$ cat config.mk
export PLATFORM = sky130hd
export DESIGN_NAME = fir_controller
export DESIGN_NICKNAME = d
export VERILOG_FILES = /design/src/rtl/fir_pkg.sv /design/src/rtl/fir_sample_counter.sv /design/src/rtl/fir_controller.sv
export SDC_FILE = /design/constraint.sdc
export NUM_CORES = 1
export LEC_CHECK = 0
export CORE_MARGIN = 2
export CORE_UTILIZATION = 49
export DETAILED_ROUTE_END_ITERATION = 8
export PLACE_DENSITY = 0.79
export RECOVER_POWER = 100
export SLEW_MARGIN = 10
export SYNTH_ARGS = -nofsm -noshare
export SYNTH_HDL_FRONTEND = slang
export SYNTH_SLANG_ARGS = --single-unit
$ cat constraint.sdc
create_clock -name clk -period 1.7 [get_ports clk]
set_input_delay 0.255 -clock clk [delete_from_list [all_inputs] [get_ports clk]]
set_output_delay 0.255 -clock clk [all_outputs]
set_load 0.005 [all_outputs]
$ cat src/rtl/fir_pkg.sv
// Shared types and defaults for the FIR sequencing controller.
// Holds the state/opcode enums and the per-state output decode helpers.
package fir_pkg;

   typedef enum logic [2:0] {
      ST_IDLE       = 3'd0,
      ST_STORE      = 3'd1,
      ST_CLR_ACC    = 3'd2,
      ST_MAC        = 3'd3,
      ST_DONE       = 3'd4,
      ST_LOAD_COEFF = 3'd5,
      ST_ERR        = 3'd6
   } fir_state_t;

   typedef enum logic [2:0] {
      OP_NOP         = 3'd0,
      OP_LOAD_SAMPLE = 3'd1,
      OP_CLEAR_ACC   = 3'd2,
      OP_MAC         = 3'd3,
      OP_LOAD_COEFF  = 3'd4
   } fir_op_t;

   localparam int FIR_NUM_TAPS     = 4;
   localparam int FIR_SAMPLE_LIMIT = 1000;

   function automatic fir_op_t state_op(input fir_state_t s);
      fir_op_t o;
      case (s)
         ST_STORE:      o = OP_LOAD_SAMPLE;
         ST_CLR_ACC:    o = OP_CLEAR_ACC;
         ST_MAC:        o = OP_MAC;
         ST_LOAD_COEFF: o = OP_LOAD_COEFF;
         default:       o = OP_NOP;
      endcase
      return o;
   endfunction

   function automatic logic state_busy(input fir_state_t s);
      logic b;
      case (s)
         ST_STORE, ST_CLR_ACC, ST_MAC, ST_DONE, ST_LOAD_COEFF: b = 1'b1;
         default:                                              b = 1'b0;
      endcase
      return b;
   endfunction

endpackage

$ cat src/rtl/fir_sample_counter.sv
// Completed-sample counter: clear beats enable, and the count wraps from
// LIMIT to 1 so a zero count only ever means "cleared or reset".
module fir_sample_counter
   import fir_pkg::*;
#(
   parameter int CNT_BITS = 10,
   parameter int LIMIT    = FIR_SAMPLE_LIMIT
) (
   input  logic clk,
   input  logic rst,
   input  logic clear,
   input  logic en,
   output logic at_limit
);

   logic [CNT_BITS-1:0] count_r;
   logic [CNT_BITS-1:0] nxt_count_s;

   // Next count with wrap-to-1 rollover.
   always_comb begin
      nxt_count_s = count_r;
      if (count_r == CNT_BITS'(LIMIT)) begin
         nxt_count_s = CNT_BITS'(1);
      end else begin
         nxt_count_s = count_r + CNT_BITS'(1);
      end
   end

   // Count and limit flag registers.
   always_ff @(posedge clk) begin
      if (rst || clear) begin
         count_r  <= CNT_BITS'(0);
         at_limit <= 1'b0;
      end else if (en) begin
         count_r  <= nxt_count_s;
         at_limit <= (nxt_count_s == CNT_BITS'(LIMIT));
      end else begin
         count_r  <= count_r;
         at_limit <= at_limit;
      end
   end

endmodule

$ cat src/rtl/fir_controller.sv
// FIR datapath sequencer: sample store, accumulator clear, per-tap MAC loop
// and coefficient loading, with a 1-deep request buffer and sample counting.
module fir_controller
   import fir_pkg::*;
#(
   parameter int NUM_TAPS     = FIR_NUM_TAPS,
   parameter int SAMPLE_LIMIT = FIR_SAMPLE_LIMIT,
   parameter int CNT_BITS     = 10
) (
   input  logic                        clk,
   input  logic                        rst,
   input  logic                        data_ready,
   input  logic                        coeff_load,
   input  logic                        overflow,
   input  logic                        clear,
   output fir_op_t                     op,
   output logic [$clog2(NUM_TAPS)-1:0] tap_sel,
   output logic                        modwait,
   output logic                        cnt_up,
   output logic                        one_k_samples,
   output logic                        err
);

   localparam int TAP_W = $clog2(NUM_TAPS);
   localparam logic [TAP_W-1:0] LAST_TAP = TAP_W'(NUM_TAPS - 1);

   fir_state_t       state_r;
   fir_state_t       nxt_state_s;
   logic [TAP_W-1:0] nxt_tap_s;
   logic             pending_r;
   logic             nxt_pending_s;
   logic             req_s;
   logic             busy_s;
   logic             overrun_s;

   assign req_s     = pending_r | data_ready;
   assign busy_s    = state_busy(state_r);
   // A second request while one is already buffered is dropped and flagged.
   assign overrun_s = data_ready & pending_r & busy_s;
   assign nxt_pending_s = (nxt_state_s == ST_STORE) ? 1'b0 : (pending_r | data_ready);

   // Next-state and tap index logic.
   always_comb begin
      nxt_state_s = state_r;
      nxt_tap_s   = TAP_W'(0);
      case (state_r)
         ST_IDLE, ST_ERR: begin
            if (coeff_load) begin
               nxt_state_s = ST_LOAD_COEFF;
            end else if (req_s) begin
               nxt_state_s = ST_STORE;
            end else begin
               nxt_state_s = state_r;
            end
         end
         ST_STORE:   nxt_state_s = ST_CLR_ACC;
         ST_CLR_ACC: nxt_state_s = ST_MAC;
         ST_MAC: begin
            if (overflow) begin
               nxt_state_s = ST_ERR;
            end else if (tap_sel == LAST_TAP) begin
               nxt_state_s = ST_DONE;
            end else begin
               nxt_state_s = ST_MAC;
               nxt_tap_s   = tap_sel + TAP_W'(1);
            end
         end
         ST_DONE: begin
            if (req_s) begin
               nxt_state_s = ST_STORE;
            end else begin
               nxt_state_s = ST_IDLE;
            end
         end
         ST_LOAD_COEFF: begin
            if (tap_sel != LAST_TAP) begin
               nxt_state_s = ST_LOAD_COEFF;
               nxt_tap_s   = tap_sel + TAP_W'(1);
            end else if (req_s) begin
               nxt_state_s = ST_STORE;
            end else begin
               nxt_state_s = ST_IDLE;
            end
         end
         default: nxt_state_s = ST_IDLE;
      endcase
   end

   // State, pending flag and registered Moore outputs.
   always_ff @(posedge clk) begin
      if (rst) begin
         state_r   <= ST_IDLE;
         pending_r <= 1'b0;
         tap_sel   <= TAP_W'(0);
         op        <= OP_NOP;
         modwait   <= 1'b0;
         cnt_up    <= 1'b0;
         err       <= 1'b0;
      end else begin
         state_r   <= nxt_state_s;
         pending_r <= nxt_pending_s;
         tap_sel   <= nxt_tap_s;
         op        <= state_op(nxt_state_s);
         modwait   <= state_busy(nxt_state_s);
         cnt_up    <= (nxt_state_s == ST_DONE);
         err       <= (nxt_state_s == ST_ERR) | overrun_s;
      end
   end

   fir_sample_counter #(
      .CNT_BITS (CNT_BITS),
      .LIMIT    (SAMPLE_LIMIT)
   ) u_counter (
      .clk      (clk),
      .rst      (rst),
      .clear    (clear),
      .en       (cnt_up),
      .at_limit (one_k_samples)
   );

endmodule

==> impl_metrics.xml, run 1 <==
<?xml version="1.0" encoding="UTF-8"?>
<metrics>
  <group name="status">
    <metric name="status" unit="">finished, violations left</metric>
    <metric name="violations" unit="">negative setup slack</metric>
  </group>
  <group name="layout">
    <metric name="layout_commonest_cell" unit="">sky130_fd_sc_hd__buf_4</metric>
    <metric name="utilization_after_layout" unit="">0.6606</metric>
    <metric name="fillerInstances" unit="">216</metric>
    <metric name="multi_input_area" unit="um2">750.7</metric>
    <metric name="areaGrowthSynthToFinish" unit="%">29.34</metric>
    <metric name="cell_area_after_layout" unit="mm2">0.001622</metric>
    <metric name="final_nets" unit="">199</metric>
    <metric name="ff_latch_area" unit="um2">465.4</metric>
    <metric name="layout_common_cells" unit="">sky130_fd_sc_hd__buf_4 (23), sky130_fd_sc_hd__dfxtp_1 (21), sky130_fd_sc_hd__nor2_1 (17)</metric>
    <metric name="antenna-diode-count" unit="">0</metric>
    <metric name="post_route_cells_drive_above_1_share" unit="">0.1968</metric>
  </group>
  <group name="placed_design">
    <metric name="placedInstanceArea" unit="mm2">0.001569</metric>
    <metric name="gpl.final_weighted_congestion" unit="">0.8818</metric>
    <metric name="port_bufs" unit="">14</metric>
    <metric name="detailed_place_hpwl" unit="mm">2.281</metric>
  </group>
  <group name="clocking">
    <metric name="root_buffer" unit="">sky130_fd_sc_hd__clkbuf_4</metric>
    <metric name="worst_skew_pair.late_latency" unit="ns">0.31</metric>
    <metric name="cts-buffers-inserted" unit="">3</metric>
    <metric name="h-tree-depth" unit="">1</metric>
    <metric name="total_number_of_clock_tree_sinks" unit="">23</metric>
    <metric name="register_clock_pin_slew_on_the_reported_worst_setup_and_hold_paths" unit="ns">0.12</metric>
    <metric name="cts_max_path_buffers" unit="">2</metric>
    <metric name="cts_hold_buffers" unit="">0</metric>
    <metric name="tritoncts" unit="">done</metric>
  </group>
  <group name="route">
    <metric name="detail_route.drc_violations" unit="">0</metric>
    <metric name="vias_per_cell" unit="">5.826</metric>
    <metric name="routed-via-count" unit="">1270</metric>
    <metric name="route.antenna.remaining_nets" unit="">0</metric>
    <metric name="detail_route.iter0.violations" unit="">24</metric>
    <metric name="wl" unit="mm">2.959</metric>
    <metric name="drt-pass1-iter-count" unit="">4</metric>
    <metric name="wire_per_inst" unit="um">13.57</metric>
  </group>
  <group name="floorplanning">
    <metric name="floorplan.rows" unit="">18</metric>
    <metric name="fp.coreArea" unit="mm2">0.002455</metric>
    <metric name="die-area" unit="mm2">0.002979</metric>
    <metric name="fp.dieH" unit="um">54.58</metric>
    <metric name="start_util" unit="">0.5107</metric>
    <metric name="die_x" unit="um">54.58</metric>
    <metric name="floorplan.io_pins" unit="">15</metric>
  </group>
  <group name="worst_setup_path">
    <metric name="crit-reg2reg-launch" unit="">pending_r</metric>
    <metric name="criticalPathCategory" unit="">reg -&gt; reg</metric>
    <metric name="timing.critical_path.arrival" unit="ns">1.96</metric>
    <metric name="crit_path_top_delay_cell" unit="">sky130_fd_sc_hd__dfxtp_2</metric>
    <metric name="cp-end-kind" unit="">flip-flop</metric>
    <metric name="end_of_the_worst_register_to_register_path" unit="">pending_r</metric>
    <metric name="rrSetupSlack" unit="ns">-0.02</metric>
    <metric name="critPathRequiredTime" unit="ns">1.93</metric>
    <metric name="worst-path-max-fanout" unit="">4</metric>
    <metric name="timing.critical_path.from_type" unit="">flip-flop</metric>
    <metric name="rr_worst_depth" unit="">5</metric>
    <metric name="crit_path_max_incr_delay" unit="ns">0.35</metric>
    <metric name="timing.critical_path.cells" unit="">or3_4, maj3_2, a211oi_4, and3b_1, nor3_2</metric>
  </group>
  <group name="grt">
    <metric name="first_pass_grt_wire_length" unit="mm">4.754</metric>
    <metric name="maximum_number_of_pins_on_one_net_before_global_route_repair" unit="">16</metric>
    <metric name="number_of_antenna_violations_at_the_first_check_in_global_routing" unit="">0</metric>
    <metric name="grt.overflow.total" unit="">0</metric>
    <metric name="globalRouteTotalUtil" unit="">0.2208</metric>
    <metric name="first_global_vias" unit="">1238</metric>
  </group>
  <group name="sta">
    <metric name="post-route-worst-setup-slack" unit="ns">-0.02223</metric>
    <metric name="report.final.slew_viol_count" unit="">0</metric>
    <metric name="grt_setup_unrepaired" unit="">yes</metric>
    <metric name="hold_violations" unit="">0</metric>
    <metric name="timing.final.crit_share" unit="">1.013</metric>
    <metric name="achievable-frequency" unit="MHz">580.6</metric>
    <metric name="setup_violations" unit="">1</metric>
    <metric name="max-slew-margin-rel" unit="">0.6052</metric>
    <metric name="final.setup_skew" unit="ns">0.008602</metric>
    <metric name="worst_tran_pin_value" unit="ns">0.5896</metric>
    <metric name="finalCriticalPeriod" unit="ns">1.722</metric>
  </group>
  <group name="synth">
    <metric name="synth.yosys.warnings" unit="">0</metric>
    <metric name="synth_ff_type" unit="">sky130_fd_sc_hd__dfxtp_1</metric>
    <metric name="post-synth-top-area-fraction" unit="">0.3673</metric>
    <metric name="netlist_area" unit="mm2">0.001254</metric>
    <metric name="netlist_instances" unit="">153</metric>
    <metric name="synth.largest_area_cell" unit="">sky130_fd_sc_hd__dfxtp_1</metric>
    <metric name="synth.ff_latch_count" unit="">23</metric>
    <metric name="yosysSeqAreaShare" unit="">0.3673</metric>
    <metric name="postSynthNetCount" unit="">163</metric>
    <metric name="yosys.cell_types.count" unit="">43</metric>
    <metric name="synth_edf_count" unit="">0</metric>
    <metric name="ys_top_cells_by_area" unit="">sky130_fd_sc_hd__dfxtp_1 (37%), sky130_fd_sc_hd__nor2_1 (5.1%), sky130_fd_sc_hd__a21oi_1 (4.4%)</metric>
    <metric name="synthesis.area_per_instance" unit="um2">8.194</metric>
    <metric name="postSynth.asyncResetShare" unit="">0</metric>
  </group>
  <group name="power">
    <metric name="power.density" unit="mW/mm2">823.5</metric>
    <metric name="power.ir.vdd_worst" unit="mV">0.6237</metric>
    <metric name="p_leak" unit="uW">0.0006017</metric>
  </group>
  <group name="hold_path">
    <metric name="hold_depth" unit="">1</metric>
    <metric name="min-delay-path-class" unit="">reg -&gt; reg</metric>
    <metric name="hold_end" unit="">tap_sel[0]</metric>
    <metric name="min-delay-start" unit="">tap_sel[0]</metric>
  </group>
  <group name="flow_run">
    <metric name="max_capacitance_violation_count" unit="">0</metric>
  </group>
</metrics>
==> layout make-up <==
type | count | share of cell area
sequential | 23 | 0.2870
inverter | 8 | 0.01852
clock inverter | 1 | 0.003086
multi-input combinational | 116 | 0.4630
clock buffer | 3 | 0.01389
tap | 30 | 0.02315
timing repair buffer | 37 | 0.1914
==> report_power, final <==
part / total [uW] / switching [uW] / internal, uW
logic: 448 / 200 / 248
clock network: 250 / 163 / 87.7
registers: 637 / 46.5 / 590
total: 1340 / 409 / 926
==> synth_stat cells (2+ instances only) <==
master                     number
sky130_fd_sc_hd__dfxtp_1       23
sky130_fd_sc_hd__o21ai_0        8
sky130_fd_sc_hd__a21oi_1       11
sky130_fd_sc_hd__nand4b_1       2
sky130_fd_sc_hd__o211ai_1       3
sky130_fd_sc_hd__ha_1           4
sky130_fd_sc_hd__nand2_1       11
sky130_fd_sc_hd__a31oi_1        3
sky130_fd_sc_hd__inv_1          8
sky130_fd_sc_hd__nand3b_1       3
sky130_fd_sc_hd__o21bai_1       2
sky130_fd_sc_hd__clkbuf_1       4
sky130_fd_sc_hd__mux2i_1        2
sky130_fd_sc_hd__nor3_1         6
sky130_fd_sc_hd__and3b_1        2
sky130_fd_sc_hd__nand4_1        2
sky130_fd_sc_hd__nand2b_1       4
sky130_fd_sc_hd__nor2_1        17
sky130_fd_sc_hd__nand3_1        7
sky130_fd_sc_hd__and4b_1        2
sky130_fd_sc_hd__and3_1         3
sky130_fd_sc_hd__or3_1          3
sky130_fd_sc_hd__nor3b_1        3
==> critical path, delay by kind of cell, from the launching register on <==
kind                     cells  cell delay (ns)
AO/OA/AOI/OAI                1             0.31
flip-flops                   1             0.35
AND/OR/NAND/NOR              3             0.66
adder cells (fa/ha/maj)      1             0.34
==> metrics by stage <==
| step | instances | TNS (ns) | hold slack [ns] | setup WS [ns] | power [uW] |
|---|---|---|---|---|---|
| 5_1_grt | 218 | -0.3175 | 0.5312 | -0.1142 | 1413 |
| 3_3_place_gp | 213 | -2.134 | 0.4752 | -0.3267 | 1054 |
| 6_report | 218 | -0.02223 | 0.5075 | -0.02223 | 1335 |
| 4_1_cts | 218 | -0.006251 | 0.5088 | -0.006251 | 1339 |
| 2_1_floorplan | 153 | 0 | 0.3247 | 0.02047 | 864.1 |
| 3_5_place_dp | 213 | -2.429 | 0.4979 | -0.3955 | 1072 |
==> kinds of logic (layout without fill, tap and decap cells) <==
kind of cell	after synthesis	in the layout	share of synthesized area
fa+ha+maj	5	5	0.04890
xor+xnor	1	1	0.006987
flops	23	23	0.3673
simple gates	72	72	0.3254
buf+inv	14	49	0.04590
mux	2	2	0.01597
compound gates	36	36	0.1896
==> per-layer routing <==
| metal | part of all wire | track usage |
|---|---|---|
| met1 | 0.43 | 0.2269 |
| met2 | 0.52 | 0.4048 |
| met3 | 0.021 | 0.03825 |
| met4 | 0.029 | 0.1417 |
| met5 | 0 | 0 |
==> timing repair <==
action,CTS,global route
resized for setup,3,6
pin swaps,4,3
setup buffers,1,0
setup endpoints to repair,2,5
==> worst max path at each step <==
| stage | from | to | slack (ns) | cells past startpoint |
|---|---|---|---|---|
| 6_report | pending_r | pending_r | -0.02 | 5 |
| 3_5_place_dp | data_ready | pending_r | -0.40 | 6 |
| 2_1_floorplan | pending_r | pending_r | 0.02 | 5 |
| 3_3_place_gp | data_ready | pending_r | -0.33 | 6 |
| 4_1_cts | pending_r | pending_r | -0.006 | 5 |
| 5_1_grt | tap_sel[0] | modwait | -0.11 | 7 |
==> sequential cells by signal, indices dropped and copies added, names as in the netlist <==
register	flops
cnt_up	1
u_counter.at_limit	1
modwait	1
pending_r	1
tap_sel	2
err	1
state_r	3
op	3
u_counter.count_r	10
No activity file was read; power rests on OpenSTA's default activity.
==> run 2: changes to the inputs <==
--- a/config.mk
+++ b/config.mk
@@ -8,6 +8,7 @@
 export CORE_MARGIN = 2
 export CORE_UTILIZATION = 49
 export DETAILED_ROUTE_END_ITERATION = 8
+export MAX_ROUTING_LAYER = met4
 export PLACE_DENSITY = 0.79
 export RECOVER_POWER = 100
 export SLEW_MARGIN = 10
==> run 2 against run 1 <==
Register-to-register slack is essentially flat. Fmax is 0.76% higher. Via count is 0.16% lower. Critical endpoint unchanged. Cell count stayed put. The flow still finishes with violations (negative setup slack). Utilization stayed put.
==> impl_metrics.xml, run 2 (same netlist as run 1, synthesis figures left out) <==
<?xml version="1.0" encoding="UTF-8"?>
<metrics>
  <group name="layout">
    <metric name="utilization_after_layout" unit="">0.6606</metric>
    <metric name="top_regs" unit="">u_counter.count_r x10, op x3, state_r x3</metric>
    <metric name="fillerInstances" unit="">216</metric>
    <metric name="non_filler_instance_count_after_layout" unit="">218</metric>
    <metric name="largest_reg_flops" unit="">10</metric>
    <metric name="areaGrowthSynthToFinish" unit="%">29.34</metric>
    <metric name="post_route_cells_drive_above_1_share" unit="">0.1968</metric>
    <metric name="final_nets" unit="">199</metric>
    <metric name="antenna-diode-count" unit="">0</metric>
    <metric name="registers.top_by_ff_count" unit="">u_counter.count_r</metric>
    <metric name="layout_commonest_cell" unit="">sky130_fd_sc_hd__buf_4</metric>
    <metric name="cell_area_after_layout" unit="mm2">0.001622</metric>
    <metric name="layout_common_cells" unit="">sky130_fd_sc_hd__buf_4 (23), sky130_fd_sc_hd__dfxtp_1 (21), sky130_fd_sc_hd__nor2_1 (17)</metric>
  </group>
  <group name="placed_design">
    <metric name="port_bufs" unit="">14</metric>
    <metric name="placedInstanceArea" unit="mm2">0.001569</metric>
    <metric name="detailed_place_hpwl" unit="mm">2.281</metric>
    <metric name="placed_cells" unit="">213</metric>
    <metric name="gpl.final_weighted_congestion" unit="">0.8964</metric>
    <metric name="detailedPlace.worstSlack" unit="ns">-0.3955</metric>
  </group>
  <group name="floorplanning">
    <metric name="fp.dieH" unit="um">54.58</metric>
    <metric name="die-area" unit="mm2">0.002979</metric>
    <metric name="floorplan.rows" unit="">18</metric>
    <metric name="start_util" unit="">0.5107</metric>
    <metric name="die_x" unit="um">54.58</metric>
    <metric name="floorplan.io_pins" unit="">15</metric>
    <metric name="fp.coreArea" unit="mm2">0.002455</metric>
  </group>
  <group name="clocking">
    <metric name="tritoncts" unit="">done</metric>
    <metric name="cts_hold_buffers" unit="">0</metric>
    <metric name="cts-buffers-inserted" unit="">3</metric>
    <metric name="h-tree-depth" unit="">1</metric>
    <metric name="root_buffer" unit="">sky130_fd_sc_hd__clkbuf_4</metric>
    <metric name="register_clock_pin_slew_on_the_reported_worst_setup_and_hold_paths" unit="ns">0.12</metric>
    <metric name="worst_skew_pair.late_latency" unit="ns">0.31</metric>
    <metric name="total_number_of_clock_tree_sinks" unit="">23</metric>
    <metric name="cts_max_path_buffers" unit="">2</metric>
  </group>
  <group name="route">
    <metric name="wl" unit="mm">2.946</metric>
    <metric name="route.antenna.remaining_nets" unit="">0</metric>
    <metric name="routed-via-count" unit="">1268</metric>
    <metric name="detail_route.drc_violations" unit="">0</metric>
    <metric name="wire_per_inst" unit="um">13.51</metric>
    <metric name="vias_per_cell" unit="">5.817</metric>
    <metric name="detail_route.iter0.violations" unit="">24</metric>
    <metric name="drt-pass1-iter-count" unit="">4</metric>
  </group>
  <group name="worst_setup_path">
    <metric name="rrSetupSlack" unit="ns">-0.009</metric>
    <metric name="critPathRequiredTime" unit="ns">1.93</metric>
    <metric name="worst-path-max-fanout" unit="">4</metric>
    <metric name="criticalPathCategory" unit="">reg -&gt; reg</metric>
    <metric name="rr_worst_depth" unit="">5</metric>
    <metric name="end_of_the_worst_register_to_register_path" unit="">pending_r</metric>
    <metric name="timing.critical_path.arrival" unit="ns">1.94</metric>
    <metric name="crit-reg2reg-launch" unit="">pending_r</metric>
    <metric name="timing.critical_path.from_type" unit="">flip-flop</metric>
    <metric name="cp-end-kind" unit="">flip-flop</metric>
  </group>
  <group name="grt">
    <metric name="first_global_vias" unit="">1238</metric>
    <metric name="globalRouteTotalUtil" unit="">0.2270</metric>
    <metric name="grt.overflow.total" unit="">0</metric>
    <metric name="maximum_number_of_pins_on_one_net_before_global_route_repair" unit="">16</metric>
    <metric name="number_of_antenna_violations_at_the_first_check_in_global_routing" unit="">0</metric>
    <metric name="first_pass_grt_wire_length" unit="mm">4.747</metric>
  </group>
  <group name="hold_path">
    <metric name="hold_end" unit="">tap_sel[0]</metric>
    <metric name="hold_depth" unit="">1</metric>
    <metric name="min-delay-path-class" unit="">reg -&gt; reg</metric>
    <metric name="min-delay-start" unit="">tap_sel[0]</metric>
  </group>
  <group name="sta">
    <metric name="final.setup_skew" unit="ns">0.008430</metric>
    <metric name="report.final.slew_viol_count" unit="">0</metric>
    <metric name="grt_setup_unrepaired" unit="">yes</metric>
    <metric name="max-slew-margin-rel" unit="">0.6169</metric>
    <metric name="timing.final.crit_share" unit="">1.005</metric>
    <metric name="achievable-frequency" unit="MHz">585.1</metric>
    <metric name="setup_violations" unit="">1</metric>
    <metric name="worst_tran_pin_value" unit="ns">0.5721</metric>
    <metric name="finalCriticalPeriod" unit="ns">1.709</metric>
    <metric name="post-route-worst-setup-slack" unit="ns">-0.009160</metric>
    <metric name="hold_violations" unit="">0</metric>
  </group>
  <group name="power">
    <metric name="p_leak" unit="uW">0.0006017</metric>
    <metric name="power.density" unit="mW/mm2">822.3</metric>
    <metric name="power.ir.vdd_worst" unit="mV">0.6197</metric>
  </group>
  <group name="status">
    <metric name="status" unit="">finished, violations left</metric>
    <metric name="violations" unit="">negative setup slack</metric>
  </group>
  <group name="flow_run">
    <metric name="max_capacitance_violation_count" unit="">0</metric>
  </group>
</metrics>
[run 2: cell counts in the layout (fill, tap and decap cells not counted)]
No cell type changed its count.
[run 2: worst max-delay path by stage]
stage | start | end | slack [ns] | depth (start not counted)
detailed placement | data_ready | pending_r | -0.40 | 6
global route | tap_sel[0] | modwait | -0.11 | 7
CTS | pending_r | pending_r | -0.006 | 5
finish | pending_r | pending_r | -0.009 | 5
floorplan | pending_r | pending_r | 0.02 | 5
global placement | data_ready | pending_r | -0.33 | 6
[run 2: what timing repair did]
action | in CTS | in global routing
gates cloned | 0 | 0
gates resized for setup | 3 | 6
endpoints found under the setup margin | 2 | 5
pin swaps | 4 | 3
setup buffers | 1 | 0
[run 2: critical path, stage by stage (launching register included)]
cell	delay, ns
sky130_fd_sc_hd__dfxtp_2	0.35
sky130_fd_sc_hd__or3_4	0.33
sky130_fd_sc_hd__maj3_2	0.34
sky130_fd_sc_hd__a211oi_4	0.30
sky130_fd_sc_hd__and3b_1	0.23
sky130_fd_sc_hd__nor3_2	0.10
[run 2: final cells by class]
type	instances	area [um2]	area share
sequential	23	465.4	0.2870
multi-input combinational	116	750.7	0.4630
inverter	8	30.03	0.01852
clock buffer	3	22.52	0.01389
tap	30	37.54	0.02315
clock inverter	1	5.005	0.003086
timing repair buffer	37	310.3	0.1914
[run 2: per-stage QoR]
stage          hold WS, ns  total power, uW   TNS [ns]
2_1_floorplan       0.3247            864.1          0
3_3_place_gp        0.4752             1054     -2.134
3_5_place_dp        0.4979             1072     -2.429
4_1_cts             0.5088             1339  -0.006251
5_1_grt             0.5312             1413    -0.3175
6_report            0.5074             1333  -0.009160
[run 2: power breakdown]
| part | internal, uW | total (uW) | switching, uW |
|---|---|---|---|
| clock network | 87.7 | 250 | 163 |
| logic | 248 | 446 | 198 |
| registers | 590 | 637 | 46.3 |
| total | 926 | 1330 | 407 |
[run 2: per-layer routing]
metal | vias to the layer above | part of all wire | track usage | wire, um
li1 | 625 | - | - | -
met1 | 607 | 0.43 | 0.2269 | 1267
met2 | 26 | 0.52 | 0.4048 | 1535
met3 | 10 | 0.022 | 0.03825 | 66
met4 | 0 | 0.026 | 0.1417 | 78
met5 | - | 0 | - | 0
